==> src/rtl/uart_receiver.sv <==
// uart_receiver: 8N1 asynchronous serial receiver with mid-bit sampling.
//
// Parameter:
//   CLKS_PER_BIT  clock cycles per bit period (4 .. 16383)
// Ports:
//   clk        sole clock, rising edge
//   rst        synchronous active-high reset
//   RxD        asynchronous serial input, idle high
//   rx_ack     consumer acknowledge, clears rx_valid (and overrun)
//   data       last accepted byte, stable while rx_valid=1
//   rx_valid   byte available, held until acknowledged
//   frame_err  sticky, last frame had a low stop bit
//   overrun    sticky, a frame completed while rx_valid was still set
//   busy       receiver is not in IDLE
// Configuration:
//   UART_RX_OVERRUN_EN  defined: an unacknowledged byte is kept and the new
//                       byte is dropped with overrun raised.
//                       undefined: the new byte overwrites data, overrun is 0.
module uart_receiver #(
  parameter int unsigned CLKS_PER_BIT = 10416
) (
  input  logic       clk,
  input  logic       rst,
  input  logic       RxD,
  input  logic       rx_ack,
  output logic [7:0] data,
  output logic       rx_valid,
  output logic       frame_err,
  output logic       overrun,
  output logic       busy
);

  localparam logic [2:0] S_IDLE      = 3'd0;
  localparam logic [2:0] S_START     = 3'd1;
  localparam logic [2:0] S_DATA      = 3'd2;
  localparam logic [2:0] S_STOP      = 3'd3;
  localparam logic [2:0] S_WAIT_IDLE = 3'd4;

  localparam logic [13:0] BIT_LAST  = 14'(CLKS_PER_BIT - 1);
  localparam logic [13:0] HALF_LAST = 14'(CLKS_PER_BIT / 2 - 1);

  logic        sync1_q, sync2_q;
  logic [2:0]  state_q, state_d;
  logic [13:0] cnt_q, cnt_d;
  logic [2:0]  bit_q, bit_d;
  logic [7:0]  shift_q, shift_d;
  logic [7:0]  data_q, data_d;
  logic        valid_q, valid_d;
  logic        ferr_q, ferr_d;
  logic        ovr_q, ovr_d;
  logic        deliver;
  logic        rxs;

  assign rxs = sync2_q;

  always_comb begin
    state_d = state_q;
    cnt_d   = cnt_q + 14'd1;
    bit_d   = bit_q;
    shift_d = shift_q;
    ferr_d  = ferr_q;
    deliver = 1'b0;

    case (state_q)
      S_IDLE: begin
        cnt_d = '0;
        bit_d = '0;
        if (!rxs) state_d = S_START;
      end
      S_START: begin
        if (cnt_q == HALF_LAST) begin
          cnt_d = '0;
          if (!rxs) begin
            state_d = S_DATA;
            ferr_d  = 1'b0;
          end else begin
            state_d = S_IDLE;
          end
        end
      end
      S_DATA: begin
        if (cnt_q == BIT_LAST) begin
          cnt_d   = '0;
          shift_d = {rxs, shift_q[7:1]};
          bit_d   = bit_q + 3'd1;
          if (bit_q == 3'd7) state_d = S_STOP;
        end
      end
      S_STOP: begin
        if (cnt_q == BIT_LAST) begin
          cnt_d = '0;
          bit_d = '0;
          if (rxs) begin
            deliver = 1'b1;
            state_d = S_IDLE;
          end else begin
            ferr_d  = 1'b1;
            state_d = S_WAIT_IDLE;
          end
        end
      end
      S_WAIT_IDLE: begin
        cnt_d = '0;
        bit_d = '0;
        if (rxs) state_d = S_IDLE;
      end
      default: begin
        state_d = S_IDLE;
        cnt_d   = '0;
        bit_d   = '0;
      end
    endcase
  end

  // Output handshake: an ack in the delivery cycle frees the slot, so the
  // new byte is always accepted and no overrun is raised.
  always_comb begin
    data_d  = data_q;
    valid_d = valid_q;
    ovr_d   = ovr_q;
    if (deliver) begin
      if (valid_q && !rx_ack) begin
`ifdef UART_RX_OVERRUN_EN
        ovr_d  = 1'b1;
`else
        data_d = shift_q;
`endif
      end else begin
        data_d  = shift_q;
        valid_d = 1'b1;
        ovr_d   = 1'b0;
      end
    end else if (rx_ack && valid_q) begin
      valid_d = 1'b0;
      ovr_d   = 1'b0;
    end
`ifndef UART_RX_OVERRUN_EN
    ovr_d = 1'b0;
`endif
  end

  always_ff @(posedge clk) begin
    if (rst) begin
      sync1_q <= 1'b1;
      sync2_q <= 1'b1;
      state_q <= S_IDLE;
      cnt_q   <= '0;
      bit_q   <= '0;
      shift_q <= '0;
      data_q  <= '0;
      valid_q <= 1'b0;
      ferr_q  <= 1'b0;
      ovr_q   <= 1'b0;
    end else begin
      sync1_q <= RxD;
      sync2_q <= sync1_q;
      state_q <= state_d;
      cnt_q   <= cnt_d;
      bit_q   <= bit_d;
      shift_q <= shift_d;
      data_q  <= data_d;
      valid_q <= valid_d;
      ferr_q  <= ferr_d;
      ovr_q   <= ovr_d;
    end
  end

  assign data      = data_q;
  assign rx_valid  = valid_q;
  assign frame_err = ferr_q;
  assign overrun   = ovr_q;
  assign busy      = (state_q != S_IDLE);

endmodule

==> config.mk <==
export PLATFORM = sky130hd
export DESIGN_NAME = uart_receiver
export DESIGN_NICKNAME = d
export VERILOG_FILES = /design/src/rtl/uart_receiver.sv
export SDC_FILE = /design/constraint.sdc
export NUM_CORES = 1
export LEC_CHECK = 0
export CAP_MARGIN = 20
export CORE_UTILIZATION = 60
export DETAILED_ROUTE_END_ITERATION = 16
export PLACE_DENSITY = 0.83
export SYNTH_ARGS = -nofsm -noshare
export SYNTH_HDL_FRONTEND = slang
export SYNTH_SLANG_ARGS = --single-unit
==> constraint.sdc <==
create_clock -name clk -period 4.55 [get_ports clk]
set_clock_uncertainty 0.05 [all_clocks]
set_input_delay 0.91 -clock clk [delete_from_list [all_inputs] [get_ports clk]]
set_output_delay 0.91 -clock clk [all_outputs]
set_load 0.01 [all_outputs]
[Word level (Yosys, flattened, before mapping)]
Cells that the tools add are included.
Word-level totals
  register bits after elaboration: 40
  input port bits: 4
  output and inout bits: 12
Cells by class
  add/subtract/negate cells: 2
  eq/ne operators: 16
  mux-type cells: 26
  bitwise gates (word level): 1
  reduce and logical (&&, ||, !) cells: 13
Operator list (number)
  14-bit two-way mux: 2
  14-bit one-hot mux with 2 select lines: 1
  3-bit two-way mux: 9
  2-bit inequality test, second input constant: 9
  3-bit one-hot mux with 5 select lines: 1
  14-bit by 1-bit adder with 14-bit output, second input constant: 1
  14-bit by 13-bit equality test with 1-bit output, second input constant: 1
  14-bit equality test, second input constant: 1
  1-bit two-way mux: 10
  3-bit one-hot mux with 3 select lines: 1
  3-bit by 2-bit equality test with 1-bit output, second input constant: 2
  3-bit equality test, second input constant: 2
  6-bit AND reduction: 1
  5-bit AND reduction: 1
  2-bit AND reduction: 2
  2-bit nonzero test: 2
  3-bit by 1-bit adder with 3-bit output, second input constant: 1
  3-bit by 1-bit equality test with 1-bit output, second input constant: 1
  3-bit logical NOT: 1
  3-bit AND reduction: 1
  3-bit nonzero test: 1
  1-bit logical AND: 2
  2-bit two-way mux: 1
  1-bit one-hot mux with 2 select lines: 1
  3 further kinds: 3

[Logic depth before layout (Yosys ltp)]
Gate-level depths: netlist (run 1).
  word-level depth: 5
  gate-level depth with buffers: 8

[Least setup slack after synthesis (run 1)]
No wires, ideal clock.
  path type: reg-to-output
  start point: register state_q[1]
  end point: output busy
  arrival: 901 ps
  data required time: 3590 ps
  slack: 2689 ps
  cell stages (with the launch flop): 3
  cells stage by stage: dfxtp_1 clkbuf_1 or3_1
On the way
  word-level cells in the longest chain between the ends: 1
Ends and longest elaborated chain
  from (decl): RTL line 43  | logic [2:0] state_q, state_d;
  from (signal assigned): RTL line 157  | state_q <= state_d;
  3-bit nonzero test: RTL line 172  | assign busy = (state_q != S_IDLE);
  to (decl): RTL line 30  | output logic busy
No other way between the ends.

[Worst setup path in the final report (run 1)]
Same ends and word-level chain as after synthesis.

==> results_dict.tcl, run 1 <==
set metrics [dict create \
    grt_max_degree 27 \
    reg2reg_depth 6 \
    cts_tree "done" \
    core_mm2 0.002781 \
    timing.fmax_mhz 375.4 \
    firstDrtPassIters 4 \
    critPathKind "flip-flop to output port" \
    grt_pass1_vias 1235 \
    power_leakage_nw 0.6647 \
    ys_ff_latch 40 \
    outcome "completed" \
    fill_cells 225 \
    vias 1296 \
    critical_path_arrival_ns 1.70 \
    wl_mm 2.965 \
    min_path_cells 1 \
    dpl_cell_area_mm2 0.001873 \
    p_sw_share_pct 25.05 \
    ir_drop_uv 278.7 \
    setup_slack_ns 1.886 \
    ant_nets 0 \
    finalSetupViolations 0 \
    gp_congestion 0.8335 \
    fin_area_mm2 0.001939 \
    rows 19 \
    r2r-start "cnt_q[0]$_SDFF_PP0_" \
    synth_cells 188 \
    antenna_found_initial 0 \
    min_from "sync1_q$_SDFF_PP1_" \
    intPower_uw 446.4 \
    avgSynthCellArea_um2 9.384 \
    die_w_um 56.23 \
    crit_fanout 14 \
    drtIter0Drc 42 \
    synth_nets 195 \
    maxSlewHeadroom_pct 40.11 \
    startpoint_type "flip-flop" \
    syn-cell-area_mm2 0.001764 \
    cts_setup_buffers 0 \
    worstHoldPathType "flip-flop to flip-flop" \
    max-clock-path-buffers 2 \
    nNetsFinal 205 \
    cts_sinks 40 \
    insertion_delay_ns 0.35 \
    dpl.hpwl_mm 2.088 \
    combPwrFrac_pct 6.9 \
    drcViolationCount 0 \
    utilization_pct 69.73 \
    critPathCaptureType "output port" \
    finalHoldViolations 0 \
    cellPowerDensity_mw_per_mm2 307.1 \
    post-place-ws_ns 1.651 \
    yosysUniqueCellTypes 38 \
    die-area_mm2 0.003161 \
    finalCritPeriodShare_pct 58.54 \
    syn_to_final_growth_pct 9.929 \
    hold_buffers 0 \
    numPortBuffers 14 \
    period_needed_ns 2.664 \
    slew_violations 0 \
    clkPwrFrac_pct 32.7 \
    via_per_inst 5.635 \
    htreeDepth 2 \
    p_switching_uw 149.2 \
    ys_warn_count 0 \
    required_ns 3.59 \
    rsz0062_at_grt "no" \
    post_cts_resized 0 \
    r2r_end "cnt_q[10]$_SDFF_PP0_" \
    layout-drive-gt1-share_pct 11.56 \
    grt_pass1_wl_mm 5.223 \
    initial_core_util_pct 63.43 \
    cts_root_buf "clkbuf_4" \
    io_pins 16 \
    tightestPinTransition_ns 0.8955 \
    setup_tns_ns 0 \
    reg2reg_slack_ns 2.29 \
    cts_made_buffers 5 \
    n_antenna_cell 0 \
    chipHeight_um 56.23 \
    path_clk_slew_ns 0.13 \
    seq_power_share_pct 60.4 \
    wl_per_cell_um 12.89 \
    track_usage_pct 21.01 \
    grt-ovfl-total 0 \
    maxCapViolCount 0 \
    hold_path_end "rxs$_SDFF_PP1_" \
    ys_seq_area_share_pct 45.39 \
]
[worst max-delay path, cell delays in order, from the launching register on]
cell and delay, ns:
dfxtp_1 0.65, or3_1 0.18, clkdlybuf4s50_1 0.52
[cell type report]
cell class	instances	area [um2]	area share, %
Sequential cell	40	800.8	41.29
Tap cell	31	38.79	2.000
Inverter	3	11.26	0.5806
Clock inverter	2	15.01	0.7742
Clock buffer	6	51.30	2.645
Multi-Input combinational cell	134	882.1	45.48
Timing Repair Buffer	14	140.1	7.226
[how the worst max path moves through the flow]
stage                                 start                   end  cells after the start
floorplan           state_q[1]$_SDFFE_PP0P_                  busy                      2
CTS                 state_q[1]$_SDFFE_PP0P_                  busy                      2
global placement                        rst  cnt_q[12]$_SDFF_PP0_                      3
finish              state_q[1]$_SDFFE_PP0P_                  busy                      2
global route        state_q[1]$_SDFFE_PP0P_                  busy                      2
detailed placement                      rst  cnt_q[11]$_SDFF_PP0_                      3
[synth_stat cells]
| cell type | number | share of area, % |
|---|---|---|
| buf_6 | 2 | 1.3 |
| dfxtp_1 | 40 | 45 |
| or2_2 | 2 | 0.71 |
| conb_1 | 1 | 0.21 |
| nor4_1 | 3 | 1.1 |
| nand2_1 | 13 | 2.8 |
| ha_1 | 3 | 2.1 |
| o31a_1 | 1 | 0.50 |
| or3_1 | 1 | 0.35 |
| o21ai_0 | 1 | 0.28 |
| a211oi_2 | 1 | 0.71 |
| nor4bb_1 | 4 | 2.3 |
| a311o_1 | 1 | 0.57 |
| clkbuf_1 | 4 | 0.85 |
| a211o_1 | 2 | 0.99 |
| and2_1 | 2 | 0.71 |
| nand3_1 | 6 | 1.7 |
| nand3b_1 | 2 | 0.85 |
| nand4_1 | 2 | 0.71 |
| xor2_1 | 8 | 4.0 |
| a31o_2 | 1 | 0.50 |
| nor3b_1 | 1 | 0.43 |
| a311oi_1 | 1 | 0.50 |
| nor2b_1 | 1 | 0.35 |
| buf_2 | 2 | 0.57 |
| nand2b_4 | 1 | 0.78 |
| buf_4 | 3 | 1.3 |
| a21oi_1 | 5 | 1.4 |
| mux2i_1 | 16 | 9.1 |
| nor2_4 | 1 | 0.64 |
| nor2_1 | 32 | 6.8 |
| and3_1 | 2 | 0.71 |
| nor2_2 | 9 | 3.2 |
| nand2b_1 | 2 | 0.71 |
| inv_1 | 3 | 0.64 |
| and4_1 | 4 | 2.0 |
| xnor2_1 | 4 | 2.0 |
| o211ai_1 | 1 | 0.43 |
[through the flow]
stage / hold slack [ns] / power [mW] / instances
4_1_cts: 0.4034 / 0.6025 / 230
5_1_grt: 0.4132 / 0.6183 / 230
2_1_floorplan: 0.3395 / 0.3995 / 188
3_3_place_gp: 0.3423 / 0.4068 / 222
6_report: 0.3970 / 0.5956 / 230
3_5_place_dp: 0.3609 / 0.4088 / 222
[state kept, by name, summed over array words and instances, names as in the netlist]
name,flops
sync1_q,1
shift_q,8
state_q,3
data,8
rx_valid,1
bit_q,3
cnt_q,14
rxs,1
frame_err,1
[layer usage]
metal	track usage (%)	wire [um]	share of wire, %
met1	25.74	1402	47
met2	35.37	1417	48
met3	4.884	97	3.3
met4	8.711	47	1.6
met5	0	0	0
[cells in the final DEF, fill, tap and decap left out, types with 2 or more instances in the layout]
master	n
dfxtp_1	40
nor2_1	32
mux2i_1	16
clkdlybuf4s50_1	14
nand2_1	13
nor2_2	9
xor2_1	8
nand3_1	6
a21oi_1	5
clkbuf_4	5
nor4bb_1	4
and4_1	4
xnor2_1	4
inv_1	3
nor4_1	3
ha_1	3
and3_1	2
nand2b_1	2
a211o_1	2
and2_1	2
nand3b_1	2
nand4_1	2
or2_2	2
clkinvlp_4	2
[logic make-up after synthesis]
logic type | share of synthesized area (%)
multiplexers | 9.078
AO/OA/AOI/OAI | 5.887
AND/OR/NAND/NOR | 26.74
flip-flops | 45.39
adder cells (fa/ha/maj) | 2.128
XOR/XNOR | 5.957
buffers and inverters | 4.609
other | 0.2126
[power groups by stage]
stage               Clock [mW]  Sequential, mW  Combinational, mW
floorplan                    0           0.365             0.0341
global placement             0           0.367             0.0400
detailed placement           0           0.367             0.0415
CTS                      0.201           0.360             0.0416
global route             0.211           0.361             0.0462
finish                   0.195           0.360             0.0413
(Power assumes the default switching activity.)
==> inputs of run 2 (changes only) <==
--- a/config.mk
+++ b/config.mk
@@ -6,9 +6,9 @@
 export NUM_CORES = 1
 export LEC_CHECK = 0
 export CAP_MARGIN = 20
-export CORE_UTILIZATION = 60
+export CORE_UTILIZATION = 56
 export DETAILED_ROUTE_END_ITERATION = 16
-export PLACE_DENSITY = 0.83
+export PLACE_DENSITY = 0.78
 export SYNTH_ARGS = -nofsm -noshare
 export SYNTH_HDL_FRONTEND = slang
 export SYNTH_SLANG_ARGS = --single-unit
==> constraint.sdc (replaced) <==
create_clock -name clk -period 2.6 [get_ports clk]
set_clock_uncertainty 0.05 [all_clocks]
set_input_delay 0.52 -clock clk [delete_from_list [all_inputs] [get_ports clk]]
set_output_delay 0.52 -clock clk [all_outputs]
set_load 0.01 [all_outputs]
==> run 2 against run 1 <==
Against the previous run: total power is 73% higher; sequential share of layout area down 0.71 points; clock power increased by 69%; non-clock buffer count rose by 3; die area is 6.9% higher; wire length decreased by 3.5%; critical path type unchanged; largest cell class unchanged.
==> results_dict.tcl, run 2 (synthesis gave the netlist of run 1 again) <==
set metrics [dict create \
    firstDrtPassIters 4 \
    total_power_mw 1.033 \
    crit_path_top_delay_cell "dfxtp_1" \
    die-area_mm2 0.003379 \
    max_stage_delay_ns 0.64 \
    period_needed_ns 2.253 \
    max-clock-path-buffers 2 \
    ant_nets 0 \
    initial_core_util_pct 58.26 \
    final_common_cell "dfxtp_1" \
    power_leakage_nw 0.6867 \
    grt_pass1_wl_mm 5.071 \
    startpoint_type "flip-flop" \
    syn_to_final_growth_pct 11.84 \
    finalSetupViolations 0 \
    outcome "completed" \
    gp_congestion 0.8389 \
    cts_setup_buffers 0 \
    final_cell_mix "40 x dfxtp_1, 32 x nor2_1, 16 x mux2i_1" \
    wl_per_cell_um 11.63 \
    n_antenna_cell 0 \
    hold_buffers 0 \
    finalCritPeriodShare_pct 86.64 \
    antenna_found_initial 0 \
    required_ns 2.03 \
    wl_mm 2.860 \
    regMostFlops "cnt_q" \
    grt_pass1_vias 1183 \
    cpLargestDelayFamily "flip-flops" \
    nNetsFinal 208 \
    path_clk_slew_ns 0.12 \
    worst-path-buf-inv 1 \
    maxCapViolCount 0 \
    insertion_delay_ns 0.35 \
    cp_cell_sequence "or3_1 -> clkdlybuf4s50_1" \
    critical_path_arrival_ns 1.68 \
    rsz0062_at_grt "no" \
    htreeDepth 2 \
    cts_made_buffers 5 \
    post_cts_resized 0 \
    drcViolationCount 0 \
    grt-ovfl-total 0 \
    core_mm2 0.003028 \
    dpl.hpwl_mm 2.043 \
    track_usage_pct 19.75 \
    drtIter0Drc 71 \
    io_pins 16 \
    cp.depth 2 \
    layoutNonFillerInstCount 246 \
    finalHoldViolations 0 \
    rows 20 \
    via_per_inst 5.183 \
    ir_drop_uv 387.5 \
    critPathKind "flip-flop to output port" \
    timing.fmax_mhz 443.9 \
    cts_tree "done" \
    numPortBuffers 14 \
    reg2reg_depth 6 \
    cellPowerDensity_mw_per_mm2 523.6 \
    slew_violations 0 \
    hold_slack_ns 0.3774 \
    fill_cells 259 \
    grt_max_degree 20 \
    chipHeight_um 58.13 \
    crit_fanout 14 \
    vias 1275 \
    cts_root_buf "clkbuf_4" \
    place_inst 238 \
    min_path_cells 1 \
    worstHoldPathType "flip-flop to flip-flop" \
    cts_sinks 40 \
    setup_tns_ns 0 \
    critPathCaptureType "output port" \
    layout-drive-gt1-share_pct 12.87 \
    die_w_um 58.13 \
    largest_reg_flops 14 \
]
## run 2: path summary, 6_finish.rpt
| check | start | endpoint | slack (ns) |
|---|---|---|---|
| worst max-delay path | state_q[1]$_SDFFE_PP0P_ | busy | 0.35 |
| worst min-delay path | sync1_q$_SDFF_PP1_ | rxs$_SDFF_PP1_ | 0.38 |
| worst max register to register | cnt_q[0]$_SDFF_PP0_ | data[0]$_SDFFE_PP0P_ | 0.42 |
| worst min register to register | sync1_q$_SDFF_PP1_ | rxs$_SDFF_PP1_ | 0.38 |
## run 2: area by class of cell
| class | count | area, um2 | area share [%] |
|---|---|---|---|
| multi-input cells | 134 | 882.1 | 44.71 |
| flip-flops and latches | 40 | 800.8 | 40.58 |
| repair buffers | 17 | 162.7 | 8.244 |
| well taps | 44 | 55.05 | 2.790 |
| clock buffers | 6 | 51.30 | 2.600 |
| inverters | 3 | 11.26 | 0.5707 |
| clock inverters | 2 | 10.01 | 0.5073 |
## run 2: per-layer routing
metal / wire (um) / up-vias / global-route usage, %
li1: - / 658 / -
met1: 1375 / 584 / 25.53
met2: 1320 / 28 / 30.05
met3: 133 / 5 / 5.357
met4: 30 / 0 / 10.54
met5: 0 / - / 0
## run 2: where the power goes
| part | total, mW | leakage [nW] | internal (mW) | switching [mW] |
|---|---|---|---|---|
| combinational | 0.0755 | 0.326 | 0.0332 | 0.0424 |
| sequential | 0.629 | 0.323 | 0.619 | 0.00914 |
| clock | 0.329 | 0.0380 | 0.129 | 0.200 |
## run 2: through the flow
step	utilization, %	worst slack [ns]	instance area [um2]
6_report	65.17	0.3474	1973
5_1_grt	65.17	0.2351	1973
4_1_cts	65.17	0.3472	1973
3_5_place_dp	63.14	0.4404	1912
3_3_place_gp	63.14	0.5224	1912
2_1_floorplan	-	0.7547	1764
## run 2: worst reg2reg max path: stages (launching register included)
cell	delay, ns
dfxtp_1	0.39
ha_1	0.24
and3_1	0.21
and4_1	0.32
and4_1	0.55
mux2i_1	0.27
nor2_1	0.06
==> inputs of run 3 (changes only) <==
--- a/config.mk
+++ b/config.mk
@@ -5,10 +5,12 @@
 export SDC_FILE = /design/constraint.sdc
 export NUM_CORES = 1
 export LEC_CHECK = 0
+export ABC_AREA = 1
 export CAP_MARGIN = 20
 export CORE_UTILIZATION = 56
 export DETAILED_ROUTE_END_ITERATION = 16
 export PLACE_DENSITY = 0.78
+export REMOVE_ABC_BUFFERS = 1
 export SYNTH_ARGS = -nofsm -noshare
 export SYNTH_HDL_FRONTEND = slang
 export SYNTH_SLANG_ARGS = --single-unit
==> run 3 against run 2 <==
Against the previous run: via count is 19% higher; global-route usage is 0.75 points higher; sequential share of layout area is 1.8 points lower; hold slack worse by 0.0090 ns; clock power is 9.7% lower; fmax is 7.8% higher; count of clock-buffer cells in the layout is 1 lower; final area is 4.8% higher; synthesized area is 5.0% higher; die area is 4.9% higher; utilization is 1.4 points higher; critical path depth is 1 higher; critical path type unchanged; critical endpoint unchanged; largest cell class unchanged.
==> results_dict.tcl, run 3 <==
set metrics [dict create \
    outcome "completed" \
    critPathKind "flip-flop to output port" \
    cts_root_buf "clkbuf_4" \
    track_usage_pct 20.50 \
    critical_path_arrival_ns 1.52 \
    cts_setup_buffers 0 \
    finalSetupViolations 0 \
    ant_nets 0 \
    die_w_um 59.53 \
    drcViolationCount 0 \
    yosys-top-cells-count "40 x dfxtp_1, 34 x nand2_1, 31 x nor2_1" \
    nNetsFinal 263 \
    final_cell_mix "40 x dfxtp_1, 34 x nand2_1, 31 x nor2_1" \
    layout-drive-gt1-share_pct 12.89 \
    firstDrtPassIters 4 \
    io_pins 16 \
    grt-ovfl-total 0 \
    vias 1520 \
    syn_to_final_growth_pct 11.55 \
    ys_ff_latch 40 \
    hold_slack_ns 0.3684 \
    ir_drop_uv 548.4 \
    worst-path-buf-inv 1 \
    drtIter0Drc 65 \
    avgSynthCellArea_um2 7.753 \
    largest_reg_flops 14 \
    post_cts_resized 0 \
    fin_area_mm2 0.002067 \
    seq_area_um2 800.8 \
    gp_congestion 0.9462 \
    critPathCaptureType "output port" \
    maxCapViolCount 0 \
    numPortBuffers 14 \
    cts_tree "done" \
    ys.flop_type "dfxtp_1" \
    required_ns 2.03 \
    cpLargestDelayFamily "buffers and inverters" \
    ys_async_sr_fraction_pct 0 \
    max-clock-path-buffers 2 \
    synth_top_cell_area_share_pct 43.21 \
    cts_sinks 40 \
    crit_fanout 6 \
    grt_max_degree 21 \
    finalCritPeriodShare_pct 80.39 \
    ys_warn_count 0 \
    max_stage_delay_ns 0.53 \
    antenna_found_initial 0 \
    rows 20 \
    syn-cell-area_mm2 0.001853 \
    insertion_delay_ns 0.35 \
    cellPowerDensity_mw_per_mm2 599.6 \
    fill_cells 296 \
    die-area_mm2 0.003543 \
    wl_mm 3.262 \
    synth_cells 239 \
    yosysMostFrequentCell "dfxtp_1" \
    grt_pass1_wl_mm 5.306 \
    finalHoldViolations 0 \
    hold_buffers 0 \
    dpl.hpwl_mm 2.346 \
    synth.area.top_cells "dfxtp_1 43%, nand2_1 6.9%, nor2_1 6.3%" \
    cts_made_buffers 5 \
    wl_per_cell_um 10.87 \
    path_clk_slew_ns 0.11 \
    crit_path_top_delay_cell "clkdlybuf4s50_1" \
    grt_pass1_vias 1279 \
    ys_seq_area_share_pct 43.21 \
    power_leakage_nw 0.8071 \
    yosysUniqueCellTypes 36 \
    total_power_mw 1.239 \
    initial_core_util_pct 59.72 \
    synth_edf_count 0 \
    via_per_inst 5.067 \
    worstHoldPathType "flip-flop to flip-flop" \
    core_mm2 0.003103 \
    tightestPinTransition_ns 0.5250 \
    timing.fmax_mhz 478.4 \
    chipHeight_um 59.53 \
    dpl_cell_area_mm2 0.002017 \
    final_common_cell "dfxtp_1" \
    multi_input_area_um2 892.1 \
    yosysTopAreaCell "dfxtp_1" \
    regMostFlops "cnt_q" \
    maxSlewHeadroom_pct 64.81 \
    startpoint_type "flip-flop" \
    cp_cell_sequence "nor2_1 -> nand2_1 -> clkdlybuf4s50_1" \
    htreeDepth 2 \
    rsz0062_at_grt "no" \
    period_needed_ns 2.090 \
    setup_tns_ns 0 \
    slew_violations 0 \
    n_antenna_cell 0 \
]
==> run 3: changes by cell type in the layout (fill, tap and decap cells not counted), moves of 5 or more <==
cell,change
nand2_1,+21
o21ai_0,+16
nor2_2,-6
a21oi_1,+15
nand2_2,+5
mux2i_1,-16
inv_1,+26
==> run 3: metal layers <==
layer | track usage (%) | share of wire (%)
met1 | 24.46 | 48
met2 | 32.74 | 46
met3 | 7.205 | 4.7
met4 | 9.967 | 1.7
met5 | 0 | 0
==> run 3: layout make-up <==
class | count | area share, %
tap | 44 | 2.663
timing repair buffer | 15 | 7.143
sequential | 40 | 38.74
clock inverter | 2 | 0.6053
clock buffer | 5 | 1.816
multi-input combinational | 162 | 43.16
inverter | 32 | 5.872
==> run 3: final timing paths <==
check / slack [ns] / end / start / cells past startpoint
min reg2reg: 0.37 / rxs$_SDFF_PP1_ / sync1_q$_SDFF_PP1_ / 1
max reg2reg: 0.77 / cnt_q[9]$_SDFF_PP0_ / cnt_q[0]$_SDFF_PP0_ / 8
max: 0.51 / busy / state_q[0]$_SDFFE_PP0P_ / 3
min: 0.37 / rxs$_SDFF_PP1_ / sync1_q$_SDFF_PP1_ / 1
==> run 3: stage by stage <==
| stage | utilization [%] | worst slack, ns | cells |
|---|---|---|---|
| 2_1_floorplan | - | 1.022 | 234 |
| 3_3_place_gp | 65.00 | 0.5433 | 293 |
| 3_5_place_dp | 65.00 | 0.5184 | 293 |
| 4_1_cts | 66.61 | 0.4891 | 300 |
| 5_1_grt | 66.61 | 0.4569 | 300 |
| 6_report | 66.61 | 0.5098 | 300 |
==> run 3: cell families after synthesis <==
kind of cell / share of synthesized area (%)
DFF: 43.21
xor gates and xnor gates: 2.836
and+or+nand+nor: 28.83
AOI/OAI and AO/OA: 14.25
buffers and inverters: 8.642
other: 0.2024
adders and majority gates: 2.026
==> run 3: power breakdown <==
part,internal [mW],leakage [nW],switching (mW)
logic,0.105,0.457,0.162
clock network,0.0986,0.0271,0.198
registers,0.644,0.323,0.0328
total,0.847,0.807,0.392
